## src/rtl/simmem_delay_releaser.sv

```systemverilog
// Per-ID response release scheduler: slot table of delayed descriptors driving per-ID release enables.
// Optional occupancy output enabled by SIMMEM_DELAY_RELEASER_OCCUPANCY_EN.
module simmem_delay_releaser #(
  parameter int unsigned IDWidth    = 4,
  parameter int unsigned NumSlots   = 8,
  parameter int unsigned DelayWidth = 8
) (
  input  logic                      clk_i,
  input  logic                      rst_ni,
  input  logic                      req_valid_i,
  output logic                      req_ready_o,
  input  logic [IDWidth-1:0]        req_id_i,
  input  logic [DelayWidth-1:0]     req_delay_i,
  output logic [(2**IDWidth)-1:0]   release_en_o,
`ifdef SIMMEM_DELAY_RELEASER_OCCUPANCY_EN
  output logic [$clog2(NumSlots+1)-1:0] occupancy_o,
`endif
  input  logic                      done_valid_i,
  input  logic [IDWidth-1:0]        done_id_i
);

  localparam int unsigned SlotIdxW = (NumSlots > 1) ? $clog2(NumSlots) : 1;
  localparam int unsigned NumIds   = 2**IDWidth;

  typedef struct packed {
    logic                  valid;
    logic [IDWidth-1:0]    id;
    logic [DelayWidth-1:0] cnt;
  } slot_t;

  slot_t                slot_q [NumSlots];
  logic [NumSlots-1:0]  matured;
  logic                 free_found;
  logic [SlotIdxW-1:0]  free_idx;
  logic                 done_found;
  logic [SlotIdxW-1:0]  done_idx;
  logic                 accept;
  logic                 done_hit;

  // Matured flags and release vector come from registered state only.
  always_comb begin
    matured      = '0;
    release_en_o = '0;
    for (int i = 0; i < NumSlots; i++) begin
      matured[i] = slot_q[i].valid && (slot_q[i].cnt == '0);
      if (matured[i]) begin
        release_en_o[slot_q[i].id] = 1'b1;
      end
    end
  end

  // Lowest-index free slot and lowest-index matured slot matching the done ID.
  always_comb begin
    free_found = 1'b0;
    free_idx   = '0;
    done_found = 1'b0;
    done_idx   = '0;
    for (int i = 0; i < NumSlots; i++) begin
      if (!free_found && !slot_q[i].valid) begin
        free_found = 1'b1;
        free_idx   = SlotIdxW'(i);
      end
      if (!done_found && matured[i] && (slot_q[i].id == done_id_i)) begin
        done_found = 1'b1;
        done_idx   = SlotIdxW'(i);
      end
    end
  end

  assign req_ready_o = free_found;
  assign accept      = req_valid_i && free_found;
  assign done_hit    = done_valid_i && done_found;

  // Accept targets a free slot and done targets a valid one, so they never collide.
  always_ff @(posedge clk_i or negedge rst_ni) begin
    if (!rst_ni) begin
      for (int i = 0; i < NumSlots; i++) begin
        slot_q[i] <= '0;
      end
    end else begin
      for (int i = 0; i < NumSlots; i++) begin
        if (accept && (free_idx == SlotIdxW'(i))) begin
          slot_q[i].valid <= 1'b1;
          slot_q[i].id    <= req_id_i;
          slot_q[i].cnt   <= req_delay_i;
        end else if (done_hit && (done_idx == SlotIdxW'(i))) begin
          slot_q[i].valid <= 1'b0;
        end else if (slot_q[i].valid && (slot_q[i].cnt != '0)) begin
          slot_q[i].cnt <= slot_q[i].cnt - DelayWidth'(1);
        end
      end
    end
  end

`ifdef SIMMEM_DELAY_RELEASER_OCCUPANCY_EN
  localparam int unsigned OccW = $clog2(NumSlots+1);
  logic [OccW-1:0] occupancy_q;

  // Simultaneous accept and free leave the count unchanged.
  always_ff @(posedge clk_i or negedge rst_ni) begin
    if (!rst_ni) begin
      occupancy_q <= '0;
    end else if (accept && !done_hit) begin
      occupancy_q <= occupancy_q + OccW'(1);
    end else if (!accept && done_hit) begin
      occupancy_q <= occupancy_q - OccW'(1);
    end
  end

  assign occupancy_o = occupancy_q;
`endif

endmodule

```

## config.mk

```make
export PLATFORM = sky130hd
export DESIGN_NAME = simmem_delay_releaser
export DESIGN_NICKNAME = d
export VERILOG_FILES = /design/src/rtl/simmem_delay_releaser.sv
export SDC_FILE = /design/constraint.sdc
export NUM_CORES = 1
export LEC_CHECK = 0
export BUFFER_PORTS_ARGS = -buffer_cell sky130_fd_sc_hd__buf_2
export CAP_MARGIN = 40
export CORE_ASPECT_RATIO = 1.5
export CORE_MARGIN = 3
export CORE_UTILIZATION = 62
export CTS_BUF_LIST = sky130_fd_sc_hd__clkbuf_2
export DETAILED_ROUTE_END_ITERATION = 12
export PLACE_DENSITY = 0.91
export RECOVER_POWER = 100
export SLEW_MARGIN = 30
export SYNTH_ARGS = -nofsm -noshare
export SYNTH_HDL_FRONTEND = slang
export SYNTH_SLANG_ARGS = --single-unit
```

## constraint.sdc

```tcl
create_clock -name clk_i -period 2.9 [get_ports clk_i]
set_input_delay 0.145 -clock clk_i [delete_from_list [all_inputs] [get_ports clk_i]]
set_output_delay 0.145 -clock clk_i [all_outputs]
set_load 0.02 [all_outputs]
```

* Yosys cells after proc, flatten, opt, wreduce, memory -nomap -nowiden
Cells that the tools add are included.
** Storage, ports and cells
- Flip-flop bits (word level) :: 104
- Logic and storage cells :: 305
- Input port bits :: 20
- Output and inout bits :: 17
** Operators by class
- Mux-type cells :: 94
- Equality and inequality tests :: 30
- Bitwise operators :: 7
- Order comparisons :: 16
- Add/sub/neg operators :: 8
- Reduce and logical (&&, ||, !) cells :: 126
** Operators with widths (number)
- $mux 8 :: 24
- $mux 16 :: 8
- $or 16x16->16 :: 7
- $logic_and 1x1->1 :: 64
- $logic_not 8->1 :: 8
- $reduce_bool 8->1 :: 8
- $sub 8x1->8 const B :: 8
- $mux 1 :: 42
- $lt 4x5->1 const B :: 8
- $mux 3 :: 12
- $demux 1 s4 :: 8
- $eq 4x4->1 :: 8
- $ge 4x1->1 const B :: 8
- $reduce_bool 2->1 :: 16
- $eq 3x3->1 const B :: 8
- $logic_not 1->1 :: 20
- $ne 2x2->1 const B :: 8
- $reduce_and 2->1 :: 8
- $eq 3x2->1 const B :: 4
- $eq 3x1->1 const B :: 2
- $logic_not 3->1 :: 2

* Longest topological paths before layout
- Word-level depth :: 36
- Depth in mapped cells :: 9

* Least setup slack after synthesis
OpenSTA, ideal clock, no wires.
- Path type :: reg2out
- Start :: register slot_q[69] (netlist name)
- End :: output release_en_o[5]
- Buffers on the path :: 0
- Slack :: 0.342 ns
- Data arrival time :: 2.413 ns
- Required time :: 2.755 ns
- Cell stages (with the launch flop) :: 6
- Cells stage by stage :: dfrtp_1 > or4_4 > or4b_2 > nor3b_1 > a222oi_1 > o311ai_0
** Between the ends
- Cells in the longest elaborated chain, start to end :: 13
** Ends and longest elaborated chain
- start: declaration :: line 31 : slot_t slot_q [NumSlots];
- $logic_not 8->1 (*) :: line 45 : matured[i] = slot_q[i].valid && (slot_q[i].cnt == '0);
- $logic_and 1x1->1 (*) :: line 45
- $mux 16 (*) :: line 46 : if (matured[i]) begin
- $or 16x16->16 (no line)
- $mux 16 (*) :: line 46
- $or 16x16->16 (no line)
- $mux 16 (*) :: line 46
- $or 16x16->16 (no line)
- $mux 16 (*) :: line 46
- $or 16x16->16 (no line)
- $mux 16 (*) :: line 46
- $or 16x16->16 (no line)
- $mux 16 (*) :: line 46
- end: declaration :: line 14 : output logic [(2**IDWidth)-1:0] release_en_o,
Mark *: on every way between the ends. The rest lies on a longest branch, timed or not.

* Final worst setup path
- Start :: register slot_q[18] (netlist name)
- End :: output release_en_o[12]
** Between the ends
- Cells in the longest elaborated chain, start to end :: 5
** Ends and longest elaborated chain (line)
- $logic_not 8->1 (*) :: 45
- $logic_and 1x1->1 (*) :: 45
- $mux 16 (*) :: 46
- $or 16x16->16 (no line)
- $mux 16 (*) :: 46
Marked as above.

==> run_results.csv <==
group,metric,value,unit
status,status,"complete, but fails checks",
status,violations,"capacitance limit, slew limit, setup timing",
floorplan,dieArea,0.0127,sq mm
drt,drc_errors,0,
sta,setup_tns,-1.42,ns
clock_network,clk_pin_slew_worst_paths,0.30,ns
synthesis,synth_seq_cells,104,
critical_path,r2r_end,"slot_q[33]$_DFFE_PN0P_",
finish,stdcell_count,1028,
clock_network,cts_buffer_depth,2,
global_routing,grt_overflow,0,
floorplan,die_x,92.9,um
clock_network,htreeDepth,3,
global_routing,grtUsageMet1,0.372,
synthesis,synth_mux_area_frac,0.0701,
sta,hold_viol_final,0,
critical_path,path_class,"register to output pin",
global_routing,antenna_found_initial,1,
clock_network,clkLatencyLatePin,0.64,ns
synthesis,syn_nets,842,
synthesis,synth_xor_area_frac,0.0997,
place,place_congestion,0.951,
sta,slew_viol_final,84,
drt,dr.first_iter.drc_count,829,
finish,design_area,0.00817,sq mm
critical_path,start_kind,"register",
critical_path,rr_startpoint,"slot_q[103]$_DFFE_PN0P_",
critical_path,cp_max_fo,4,
power_and_ir_drop,ir_drop,0.000488,V
global_routing,grt_pass1_wl,33600,um
sta,period_needed,3.07,ns
run,max-cap-violations,1,
global_routing,grt_max_degree,84,
place,placed_cells,971,
critical_path,r2r_setup_slack,0.28,ns
finish,nets,906,
place,dp_hpwl,14600,um
clock_network,cts_root_buf,"clkbuf_2",
finish,top_register,"slot_q",
synthesis,synth_area_per_cell,8.67,sq um
synthesis,ys_async_sr_fraction,1.00,
synthesis,synth_flop_cell,"dfrtp_1",
synthesis,yosys-top-cells-area,"dfrtp_1 (37%), xnor2_1 (7.2%), mux2_2 (6.7%), nand2_1 (4.3%), nor2_1 (4.2%)",
min_path,hold_path.class,"input pin to register",
drt,avgRoutedWirePerCell,21.1,um
sta,finalClockSkew,0.0462,ns
place,place_area,0.00739,sq mm
synthesis,synth_compound_area_frac,0.147,
clock_network,cts_tree,"yes",
synthesis,syn_area,0.00703,sq mm
floorplan,ios,37,
clock_network,numCtsBuffers,9,
synthesis,synthAdderAreaFrac,0.0196,
floorplan,die_y,136,um
synthesis,yosysUniqueCellTypes,64,
critical_path,worstSetupEndpoint,"release_en_o[12]",
synthesis,synth_edf_count,0,
critical_path,worstPathRequired,2.76,ns
sta,rsz0062_at_grt,"true",
floorplan,core-area,0.0111,sq mm
place,port_buffers,36,
synthesis,yosys.area_share.simple,0.256,
clock_network,clock_sinks,104,
finish,fin_util,0.739,
finish,reg_top3,"slot_q (104)",
floorplan,std_cell_rows,47,
power_and_ir_drop,p_leak,3.21,nW
global_routing,grt_use_met3,0.0565,
sta,slew-limit-headroom,-0.361,
critical_path,end_kind,"output pin",
synthesis,synth_top_family_by_area,"simple AND/OR/NAND/NOR gates",
sta,period_share,1.06,
finish,fillCellCount,774,
power_and_ir_drop,p_per_area,872,mW/mm^2
synthesis,netlist.area_leader.share,0.370,
synthesis,yosys_warnings,0,
finish,syn_to_final_growth,16.2,%
finish,largest_register_ffs,104,
drt,vias,6830,
drt,drt_first_pass_iters,8,
drt,wirelength,21700,um
critical_path,ff2ff_path_depth,5,
floorplan,start_util,0.636,
critical_path,cp-startpoint,"slot_q[18]$_DFFE_PN0P_",
drt,drtAntennaViolNets,0,
synthesis,yosysSeqAreaShare,0.370,
critical_path,cp.arrival,2.93,ns
global_routing,grt_pass1_vias,6746,
sta,worstMarginPinSlew,2.04,ns
sta,setup_viol,14,
global_routing,grtUsageTotal,0.341,
synthesis,synth_cells,811,
finish,drive_gt1_frac,0.224,
synthesis,synth_top_cell_by_area,"dfrtp_1",
global_routing,grt.busiest_layer,"met2",
global_routing,grtUsageMet2,0.596,
sta,fmax,0.326,GHz
sta,fin_ws,-0.170,ns
drt,via_per_inst,6.64,
## layer usage
metal	vias up	wire, um
li1	3062	-
met1	3248	7630
met2	399	11100
met3	121	1380
met4	0	1510
met5	-	0
## timing repair
action / in CTS / in global routing
hold buffers: 15 / 0
setup buffers: 19 / 5
endpoints found under the hold margin: 178 / 0
setup endpoints to repair: 16 / 16
resized for setup: 47 / 44
pin swaps: 16 / 13
## metrics by stage
step / power [mW] / setup slack (ns) / hold slack (ns)
3_5_place_dp: 5.89 / 0.118 / 0.240
6_report: 7.12 / -0.170 / 0.0459
2_1_floorplan: 5.11 / 0.342 / -0.151
3_3_place_gp: 5.70 / 0.142 / 0.345
4_1_cts: 6.80 / -0.110 / 0.0270
5_1_grt: 7.59 / -0.275 / 0.0537
## cells in the mapped netlist, types with 7 or more instances
library cell / count
dfrtp_1: 104
nand2_1: 81
nor2_1: 78
xnor2_1: 58
mux2_2: 42
a21oi_1: 38
clkbuf_1: 35
nor3_1: 35
o21ai_0: 35
inv_1: 26
nand3_1: 23
xor2_1: 22
nor2b_1: 20
nand2b_1: 17
nor4_1: 16
o22ai_1: 16
ha_1: 11
nand4_1: 11
nand3b_1: 9
or3_1: 9
a221oi_1: 8
or4_1: 8
o31ai_1: 7
## power breakdown
part | internal (mW) | switching [mW] | total [mW]
Sequential | 2.12 | 0.965 | 3.09
Combinational | 1.65 | 1.74 | 3.40
Clock | 0.127 | 0.512 | 0.639
Total | 3.90 | 3.22 | 7.12
## area by class of cell
class | count | area (sq um) | share of cell area
multi-input cells | 639 | 4510 | 0.551
flip-flops and latches | 104 | 2600 | 0.318
well taps | 147 | 184 | 0.0225
clock buffers | 11 | 55.1 | 0.00674
repair buffers | 95 | 686 | 0.0839
inverters | 26 | 97.6 | 0.0119
clock inverters | 5 | 38.8 | 0.00475
diodes | 1 | 2.50 | 0.000306
## logic make-up (layout without fill, tap and decap cells)
kind of cell / count (synthesis) / after routing
adder cells (fa/ha/maj): 11 / 11
XOR/XNOR: 80 / 80
flip-flops: 104 / 104
buffers and inverters: 68 / 137
multiplexers: 44 / 44
other: 0 / 1
AO/OA/AOI/OAI: 157 / 157
AND/OR/NAND/NOR: 347 / 347
## layout by cell type, fill, tap and decap left out, drive strengths merged, types with 11 or more instances in the layout
cell | netlist | routed
nand4 | 11 | 11
nand3 | 23 | 23
nand2 | 81 | 81
ha | 11 | 11
nor2b | 20 | 20
nand2b | 17 | 17
clkbuf | 38 | 20
xor2 | 22 | 22
dfrtp | 104 | 104
a21oi | 38 | 38
inv | 26 | 28
mux2 | 42 | 42
nor4 | 16 | 16
nor3 | 35 | 35
dlygate4sd3 | 0 | 15
o21ai | 35 | 35
xnor2 | 58 | 58
o22ai | 16 | 16
nor2 | 78 | 78
buf | 4 | 71
or4 | 11 | 11
## critical path: stages, from the launching register on
cell and delay, ns:
dfrtp_1 0.47, or3b_4 0.43, or4_4 0.47, or3_4 0.41, o22ai_4 0.19, a211oi_2 0.08
nand3_1 0.11, buf_6 0.12
## worst min-delay path by stage
stage,from,end,slack [ns],depth (start not counted)
floorplan,rst_ni,slot_q[0]$_DFFE_PN0P_,-0.15,0
global placement,done_valid_i,slot_q[103]$_DFFE_PN0P_,0.35,2
detailed placement,rst_ni,slot_q[22]$_DFFE_PN0P_,0.24,1
CTS,req_valid_i,slot_q[38]$_DFFE_PN0P_,0.03,4
global route,req_valid_i,slot_q[38]$_DFFE_PN0P_,0.05,4
finish,req_valid_i,slot_q[38]$_DFFE_PN0P_,0.05,4
(Power assumes the default switching activity.)
